[src/rtl/decode_stage.sv]
// RV32I decode stage: small FIFO between fetch and execute, decodes the head entry
// into a registered output slot. Supports flush on redirect.
module decode_stage #(
  parameter int unsigned DEPTH    = 2,
  parameter int unsigned PC_WIDTH = 32
) (
  input  logic                clk,
  input  logic                resetn,
  input  logic                flush,
  input  logic                in_valid,
  output logic                in_ready,
  input  logic [PC_WIDTH-1:0] in_pc,
  input  logic [31:0]         in_inst,
  output logic                out_valid,
  input  logic                out_ready,
  output logic [PC_WIDTH-1:0] out_pc,
  output logic [6:0]          out_opcode,
  output logic [4:0]          out_rd,
  output logic [2:0]          out_funct3,
  output logic [4:0]          out_rs1,
  output logic [4:0]          out_rs2,
  output logic [6:0]          out_funct7,
  output logic                out_bit20,
  output logic                out_bit30,
  output logic [11:0]         out_csr,
  output logic [31:0]         out_imm,
  output logic                out_illegal
);

  localparam int unsigned PTR_W = (DEPTH > 1) ? $clog2(DEPTH) : 1;
  localparam int unsigned CNT_W = $clog2(DEPTH + 1);

  localparam logic [6:0] OP_LOAD     = 7'b0000011;
  localparam logic [6:0] OP_STORE    = 7'b0100011;
  localparam logic [6:0] OP_JAL      = 7'b1101111;
  localparam logic [6:0] OP_JALR     = 7'b1100111;
  localparam logic [6:0] OP_LUI      = 7'b0110111;
  localparam logic [6:0] OP_AUIPC    = 7'b0010111;
  localparam logic [6:0] OP_BRANCH   = 7'b1100011;
  localparam logic [6:0] OP_OP_IMM   = 7'b0010011;
  localparam logic [6:0] OP_OP       = 7'b0110011;
  localparam logic [6:0] OP_MISC_MEM = 7'b0001111;
  localparam logic [6:0] OP_SYSTEM   = 7'b1110011;

  // Format immediate selected by opcode; I-type is the fallback.
  function automatic logic [31:0] decode_imm(input logic [31:0] i);
    logic [31:0] imm;
    case (i[6:0])
      OP_STORE:        imm = {{21{i[31]}}, i[30:25], i[11:7]};
      OP_JAL:          imm = {{12{i[31]}}, i[19:12], i[20], i[30:21], 1'b0};
      OP_LUI, OP_AUIPC: imm = {i[31:12], 12'b0};
      OP_BRANCH:       imm = {{20{i[31]}}, i[7], i[30:25], i[11:8], 1'b0};
      OP_SYSTEM:       imm = {27'b0, i[19:15]};
      default:         imm = {{21{i[31]}}, i[30:20]};
    endcase
    return imm;
  endfunction

  function automatic logic decode_illegal(input logic [6:0] op);
    logic ok;
    case (op)
      OP_LOAD, OP_STORE, OP_JAL, OP_JALR, OP_LUI, OP_AUIPC,
      OP_BRANCH, OP_OP_IMM, OP_OP, OP_MISC_MEM, OP_SYSTEM: ok = 1'b1;
      default:                                             ok = 1'b0;
    endcase
    return !ok;
  endfunction

  logic [PC_WIDTH-1:0] q_pc   [DEPTH];
  logic [31:0]         q_inst [DEPTH];
  logic [PTR_W-1:0]    rd_ptr, wr_ptr;
  logic [CNT_W-1:0]    count;

  logic                push_c, load_c, pop_c, wr_en_c, q_nonempty_c;
  logic [PC_WIDTH-1:0] src_pc_c;
  logic [31:0]         src_inst_c;

  // in_ready only looks at registered count, so a pop cannot raise it in the same cycle.
  assign in_ready     = !flush && (count < CNT_W'(DEPTH));
  assign q_nonempty_c = (count != '0);
  assign push_c       = in_valid && in_ready;
  assign load_c       = (!out_valid || out_ready) && (q_nonempty_c || push_c);
  assign pop_c        = load_c && q_nonempty_c;
  assign wr_en_c      = push_c && !(load_c && !q_nonempty_c);

  always_comb begin
    src_pc_c   = in_pc;
    src_inst_c = in_inst;
    if (q_nonempty_c) begin
      src_pc_c   = q_pc[rd_ptr];
      src_inst_c = q_inst[rd_ptr];
    end
  end

  // Queue storage needs no reset; validity is tracked by count.
  always_ff @(posedge clk) begin
    if (wr_en_c) begin
      q_pc[wr_ptr]   <= in_pc;
      q_inst[wr_ptr] <= in_inst;
    end
  end

  always_ff @(posedge clk or negedge resetn) begin
    if (!resetn) begin
      rd_ptr <= '0;
      wr_ptr <= '0;
      count  <= '0;
    end else if (flush) begin
      rd_ptr <= '0;
      wr_ptr <= '0;
      count  <= '0;
    end else begin
      if (wr_en_c) wr_ptr <= wr_ptr + PTR_W'(1);
      if (pop_c)   rd_ptr <= rd_ptr + PTR_W'(1);
      case ({wr_en_c, pop_c})
        2'b10:   count <= count + CNT_W'(1);
        2'b01:   count <= count - CNT_W'(1);
        default: count <= count;
      endcase
    end
  end

  always_ff @(posedge clk or negedge resetn) begin
    if (!resetn) begin
      out_valid   <= 1'b0;
      out_pc      <= '0;
      out_opcode  <= '0;
      out_rd      <= '0;
      out_funct3  <= '0;
      out_rs1     <= '0;
      out_rs2     <= '0;
      out_funct7  <= '0;
      out_bit20   <= 1'b0;
      out_bit30   <= 1'b0;
      out_csr     <= '0;
      out_imm     <= '0;
      out_illegal <= 1'b0;
    end else if (flush) begin
      out_valid <= 1'b0;
    end else if (load_c) begin
      out_valid   <= 1'b1;
      out_pc      <= src_pc_c;
      out_opcode  <= src_inst_c[6:0];
      out_rd      <= src_inst_c[11:7];
      out_funct3  <= src_inst_c[14:12];
      out_rs1     <= src_inst_c[19:15];
      out_rs2     <= src_inst_c[24:20];
      out_funct7  <= src_inst_c[31:25];
      out_bit20   <= src_inst_c[20];
      out_bit30   <= src_inst_c[30];
      out_csr     <= src_inst_c[31:20];
      out_imm     <= decode_imm(src_inst_c);
      out_illegal <= (src_inst_c[1:0] != 2'b11) || decode_illegal(src_inst_c[6:0]);
    end else if (out_ready) begin
      out_valid <= 1'b0;
    end
  end

endmodule

[config.mk]
export PLATFORM = sky130hd
export DESIGN_NAME = decode_stage
export DESIGN_NICKNAME = d
export VERILOG_FILES = /design/src/rtl/decode_stage.sv
export SDC_FILE = /design/constraint.sdc
export NUM_CORES = 1
export LEC_CHECK = 0
export CAP_MARGIN = 20
export CORE_UTILIZATION = 45
export DETAILED_ROUTE_END_ITERATION = 16
export GPL_ROUTABILITY_DRIVEN = 0
export PLACE_DENSITY = 0.71
export SLEW_MARGIN = 40
export SYNTH_ARGS = -nofsm -noshare
export SYNTH_HDL_FRONTEND = slang
export SYNTH_SLANG_ARGS = --single-unit
[constraint.sdc]
create_clock -name clk -period 7.2 [get_ports clk]
set_input_delay 0.72 -clock clk [delete_from_list [all_inputs] [get_ports clk]]
set_output_delay 0.72 -clock clk [all_outputs]
set_load 0.02 [all_outputs]
Word-level counts from Yosys, hierarchy flattened
Memory sizes are Yosys's and may differ from the RTL's.
Cells that the tools add are included.
{ "word_totals": {"input_bits": 69, "output_inout_bits": 113, "mem_bits_rw": 128, "regBits": 116, "elab_cells": 77, "mem_count": 2} }
{ "mem_list": {"columns": ["memory", "words", "word_bits", "rd", "rd_ports_with_merged_regs", "wr", "line_no", "rtl"], "rows": [
  ["q_inst", 2, 32, 1, 0, 1, "70", "logic [31:0] q_inst [DEPTH];"],
  ["q_pc", 2, 32, 1, 0, 1, "69", "logic [PC_WIDTH-1:0] q_pc [DEPTH];"]
]} }
{ "op_classes": {"order_cmp": 1, "eq_ne": 14, "reduce_logical": 22, "n_bitwise": 1, "addsub": 4, "muxes": 17} }
{ "ops": {"columns": ["cell", "count"], "rows": [
  ["case mux 32 bit (5 select lines)", 1],
  ["two-way mux 32 bit", 2],
  ["== test 7 bit (second input constant)", 4],
  ["== test 7 x 6 -> 1 bit (second input constant)", 3],
  ["== test 7 x 5 -> 1 bit (second input constant)", 2],
  ["two-way mux 1 bit", 12],
  ["OR reduction 11 bit", 1],
  ["== test 7 x 2 -> 1 bit (second input constant)", 1],
  ["== test 7 x 4 -> 1 bit (second input constant)", 1],
  ["logical AND 1 bit", 6],
  ["nonzero test 2 bit", 3],
  ["nonzero test 3 bit", 2],
  ["zero test 1 bit", 5],
  ["case mux 2 bit (2 select lines)", 1],
  ["logical OR 1 bit", 3],
  ["adder 1 bit (second input constant)", 2],
  ["adder 2 x 1 -> 2 bit (second input constant)", 1],
  ["== test 2 x 1 -> 1 bit (second input constant)", 1],
  ["== test 2 bit (second input constant)", 1],
  ["less-than comparator 2 bit (second input constant)", 1],
  ["two-way mux 2 bit", 1],
  ["inequality test 2 bit (second input constant)", 1],
  ["AND reduction 2 bit", 1],
  ["OR reduction 2 bit", 1],
  ["other kinds (2)", 2]
]} }

Depth between registers and ports, before layout
{ "logic_depth": {"depth_word": 11, "ltp_mapped": 10, "depth_no_buf": 6} }

Least setup slack after synthesis
No wires, ideal clock.
{ "synth_timing": {"path_type": "register to register", "from": "register count[0]", "to": "memory q_inst[0][0] (enable)", "stages_incl_launch_ff": 8, "n_path_buf": 4, "required_ns": 6.713, "slack_ns": 2.517, "arrival_time_ns": 4.196, "period_less_slack_ns": 4.683, "path_cell_list": "dfrtp_1 buf_6 or2_4 buf_6 clkbuf_1 clkbuf_1 o211ai_1 nor2_1"} }
{ "synth_via": {"elab_chain_cells": 10} }
{ "synth_lines": {"columns": ["element", "line_no", "rtl"], "rows": [
  ["start, declared", "72", "logic [CNT_W-1:0] count;"],
  ["start signal, assigned", "116", "2'b10: count <= count + CNT_W'(1);"],
  ["start signal, assigned", "117", "2'b01: count <= count - CNT_W'(1);"],
  ["start signal, assigned", "118", "default: count <= count;"],
  ["less-than comparator 2 bit", "79", "assign in_ready = !flush && (count < CNT_W'(DEPTH));"],
  ["logical AND 1 bit", "79", null],
  ["logical AND 1 bit", "81", "assign push_c = in_valid && in_ready;"],
  ["logical OR 1 bit", "82", "assign load_c = (!out_valid || out_ready) && (q_nonempty_c || push_c);"],
  ["logical AND 1 bit", "82", null],
  ["logical AND 1 bit", "84", "assign wr_en_c = push_c && !(load_c && !q_nonempty_c);"],
  ["zero test 1 bit", "84", null],
  ["logical AND 1 bit *", "84", null],
  ["two-way mux 1 bit *", "97", "if (wr_en_c) begin"],
  ["two-way mux 1 bit (not written as such) *", "99", "q_inst[wr_ptr] <= in_inst;"],
  ["end, declared", "70", null]
]} }
Every way passes the cells marked *; elsewhere a longest branch is shown, timed or not.

Worst setup path in the final report
{ "layout_timing": {"from": "register rd_ptr", "to": "register out_imm[22]"} }
{ "layout_via": {"elab_chain_cells": 5} }
{ "layout_lines": {"columns": ["element", "line_no", "rtl"], "rows": [
  ["start, declared", "71", "logic [PTR_W-1:0] rd_ptr, wr_ptr;"],
  ["start signal, assigned", "114", "if (pop_c) rd_ptr <= rd_ptr + PTR_W'(1);"],
  ["memory read (2 x 32 bit) *", null, null],
  ["two-way mux 32 bit *", "89", "if (q_nonempty_c) begin"],
  ["== test 7 x 6 -> 1 bit or == test 7 x 5 -> 1 bit (tied branches)", "48", "case (i[6:0])"],
  ["OR reduction 2 bit", "48", null],
  ["case mux 32 bit (5 select lines) *", "48", null],
  ["end signal, assigned", "152", "out_imm <= decode_imm(src_inst_c);"],
  ["end, declared", "26", "output logic [31:0] out_imm,"]
]} }
Marked as above.
A chain may end at the register's enable or synchronous reset.

==> impl_metrics.csv <==
group,metric,value,unit
run_status,status,"completed",
die,die_w,146.1,µm
cells_and_area,layout-drive-gt1-share,7.095,%
timing,holdWs,0.1670,ns
yosys,yosysTopAreaCell,"edfxtp_1",
worst_setup_path,crit_fanout,39,
worst_setup_path,crit_required,7.58,ns
yosys,syn-cell-area,9339,µm²
clock_tree,tritoncts,"built",
timing,skew,0.01165,ns
pwr,swShare,25.64,%
global_routing,grtUsageMet3,4.188,%
global_routing,grt_util_all_layers,19.83,%
timing,setup_viol,0,
clock_tree,insertion_delay,0.51,ns
timing,final.setup.tns,0,ns
cells_and_area,final_area,12230,µm²
drt,antenna_left,0,
clock_tree,cts-buffers-inserted,24,
worst_setup_path,cp-end-kind,"register",
place,post_dp_cell_area,11350,µm²
drt,route.detailed.drc,0,
yosys,synthCells,726,
yosys,ys_seq_elements,230,
timing,fmax,0.2624,GHz
clock_tree,cts.htree.levels,1,
yosys,synth_nets,795,
yosys,synth_top_area_share,41.16,%
pwr,combPwrFrac,18.5,%
yosys,ys_async_sr_fraction,44.35,%
drt,drt-pass1-iter-count,5,
yosys,synth-edff-count,128,
yosys,avgSynthCellArea,12.86,µm²
yosys,synth_cell_types,43,
timing,period_minus_slack,3.810,ns
die,pin_count,182,
pwr,powerDensity,291.4,nW/µm²
yosys,yosysMostFrequentCell,"edfxtp_1",
clock_tree,cts_resized,0,
die,initial_core_util,46.01,%
job,drv_cap,0,
global_routing,grt_busiest_layer,"met2",
pwr,power_switching,0.9140,mW
global_routing,grt_pass1_wl,33.45,mm
clock_tree,clockBufferDepth,3,
global_routing,grt_max_degree,114,
clock_tree,cts.sinks,230,
global_routing,antenna_found_initial,1,
timing,fin_crit_sh,52.92,%
clock_tree,clock-root-buffer,"clkbuf_16",
die,die_area,21330,µm²
global_routing,grt-ovfl-total,0,
drt,vias,6170,
cells_and_area,finalCoreUtilization,60.26,%
worst_setup_path,critPathKind,"register to register",
drt,drtIter0Drc,339,
timing,worstMarginPinSlew,0.8245,ns
yosys,yosysWarnings,0,
drt,wl_per_cell,17.84,µm
global_routing,use_met1,27.47,%
die,die_h,146.1,µm
clock_tree,clkTransAtPathRegs,0.06,ns
cells_and_area,n_antenna_cell,0,
yosys,ys_seq_area_share,68.49,%
timing,timing.slew.headroom,44.93,%
timing,drv_slew,0,
clock_tree,post_cts_buffers,0,
drt,routed_wl,20.91,mm
global_routing,grt_pass1_vias,6075,
worst_setup_path,cp.arrival,4.19,ns
die,rows,52,
pwr,seq_power_share,44.3,%
place,portBuffers,181,
timing,hold_viol,0,
yosys,synth_top_cells_by_area,"edfxtp_1 (41%), dfrtp_1 (27%), mux2i_1 (6.9%)",
worst_setup_path,cp-start-kind,"register",
cells_and_area,layout.nets,953,
pwr,clkPwrFrac,37.2,%
pwr,leakage,4.551,nW
pwr,internal_power,2.651,mW
worst_hold_path,hp-class,"primary input to asynchronous set/reset pin",
cells_and_area,syn_to_final_growth,30.98,%
clock_tree,ctsHoldBuffers,0,
yosys,synthFlopType,"edfxtp_1",
timing,grt_setup_unrepaired,"false",
yosys,yosys-top-cells-count,"edfxtp_1 (128), dfrtp_1 (102), nor2_1 (78)",
global_routing,use_met2,31.63,%
die,design.core.area,20300,µm²
drt,vias_per_cell,5.265,
place,place_hpwl,13.94,mm
pwr,irDropWorstVdd,0.0001948,V
-- metrics by stage --
stage	cells	worst slack [ns]	power (mW)
finish	1172	3.390	3.565
CTS	1172	3.392	3.601
floorplan	726	2.517	1.927
global route	1172	3.214	3.693
global placement	1125	3.452	2.255
detailed placement	1128	3.391	2.270
-- cell type report --
| type | count | area (µm²) |
|---|---|---|
| multi-input cells | 436 | 2658 |
| clock buffers | 37 | 795.8 |
| well taps | 270 | 337.8 |
| flip-flops and latches | 230 | 6400 |
| fillers | 1633 | 8068 |
| clock inverters | 7 | 88.84 |
| inverters | 2 | 7.507 |
| repair buffers | 190 | 1944 |
-- critical path, cell delays in order, from the launching register on --
cell and delay, ns:
dfrtp_4 0.90, buf_4 0.55, mux2i_1 0.23, a21oi_1 0.17, or3_1 0.52, nor2_2 0.67
a211oi_2 0.26, a221o_1 0.34
-- state kept, by name, summed over array words and instances (netlist names) --
register and cells:
out_valid 1, out_imm 32, out_rs2 4, out_opcode 7, out_illegal 1, out_csr 1
out_funct7 7, q_inst 64, wr_ptr 1, rd_ptr 1, out_rd 5, out_funct3 3
count 2, q_pc 64, out_rs1 5, out_pc 32
-- power by group through the flow --
stage / logic, mW / clock network, mW / registers, mW
after floorplan: 0.215 / 0 / 1.71
after global placement: 0.649 / 0 / 1.61
after detailed placement: 0.663 / 0 / 1.61
after CTS: 0.665 / 1.35 / 1.58
after global routing: 0.703 / 1.40 / 1.59
final: 0.658 / 1.33 / 1.58
-- placed cells by master, fill, tap and decap left out, types with 2 or more instances in the layout --
cell and count:
o21ai_0 57, dfrtp_1 101, a21oi_1 70, nand3_1 2
o211ai_1 2, clkbuf_16 29, nor2b_1 3, o22a_1 9
mux2_2 3, a22o_1 7, inv_1 2, o22ai_1 7
nor2_4 3, a221o_1 11, a2bb2oi_1 3, or3_1 3
nor3_1 7, a31oi_1 2, edfxtp_1 128, a21o_1 15
clkinv_2 4, nand2_1 67, clkdlybuf4s50_1 180, nor2_1 75
buf_4 5, buf_6 2, bufinv_16 2, a211oi_1 9
xnor2_1 2, buf_16 3, mux2i_1 64, clkbuf_8 4
clkbuf_1 4
-- final timing paths --
path	start	endpoint	cells past startpoint	slack [ns]
worst max-delay path	rd_ptr	out_imm[22]	7	3.39
worst min-delay path	resetn	out_imm[5]	1	0.17
worst max register to register	rd_ptr	out_imm[22]	7	3.39
worst min register to register	out_rd[4]	out_rd[4]	2	0.47
max in group asynchronous	resetn	out_pc[2]	2	6.00
min in group clk	out_rd[4]	out_rd[4]	2	0.47
-- layer usage --
metal	wire [µm]	share of wire [%]
met1	9116	44
met2	9913	47
met3	1331	6.4
met4	540	2.6
met5	12	0.057
-- cells by family (layout without fill, tap and decap cells) --
kind of cell    Yosys count  in the layout  share of synthesized area (%)
xor+xnor                  2              2                         0.1876
mux                      67             67                          7.221
compound gates          199            199                          13.22
simple gates            168            168                          7.463
flops                   230            230                          68.49
buf+inv                  60            236                          3.416
(Power assumes the default switching activity.)
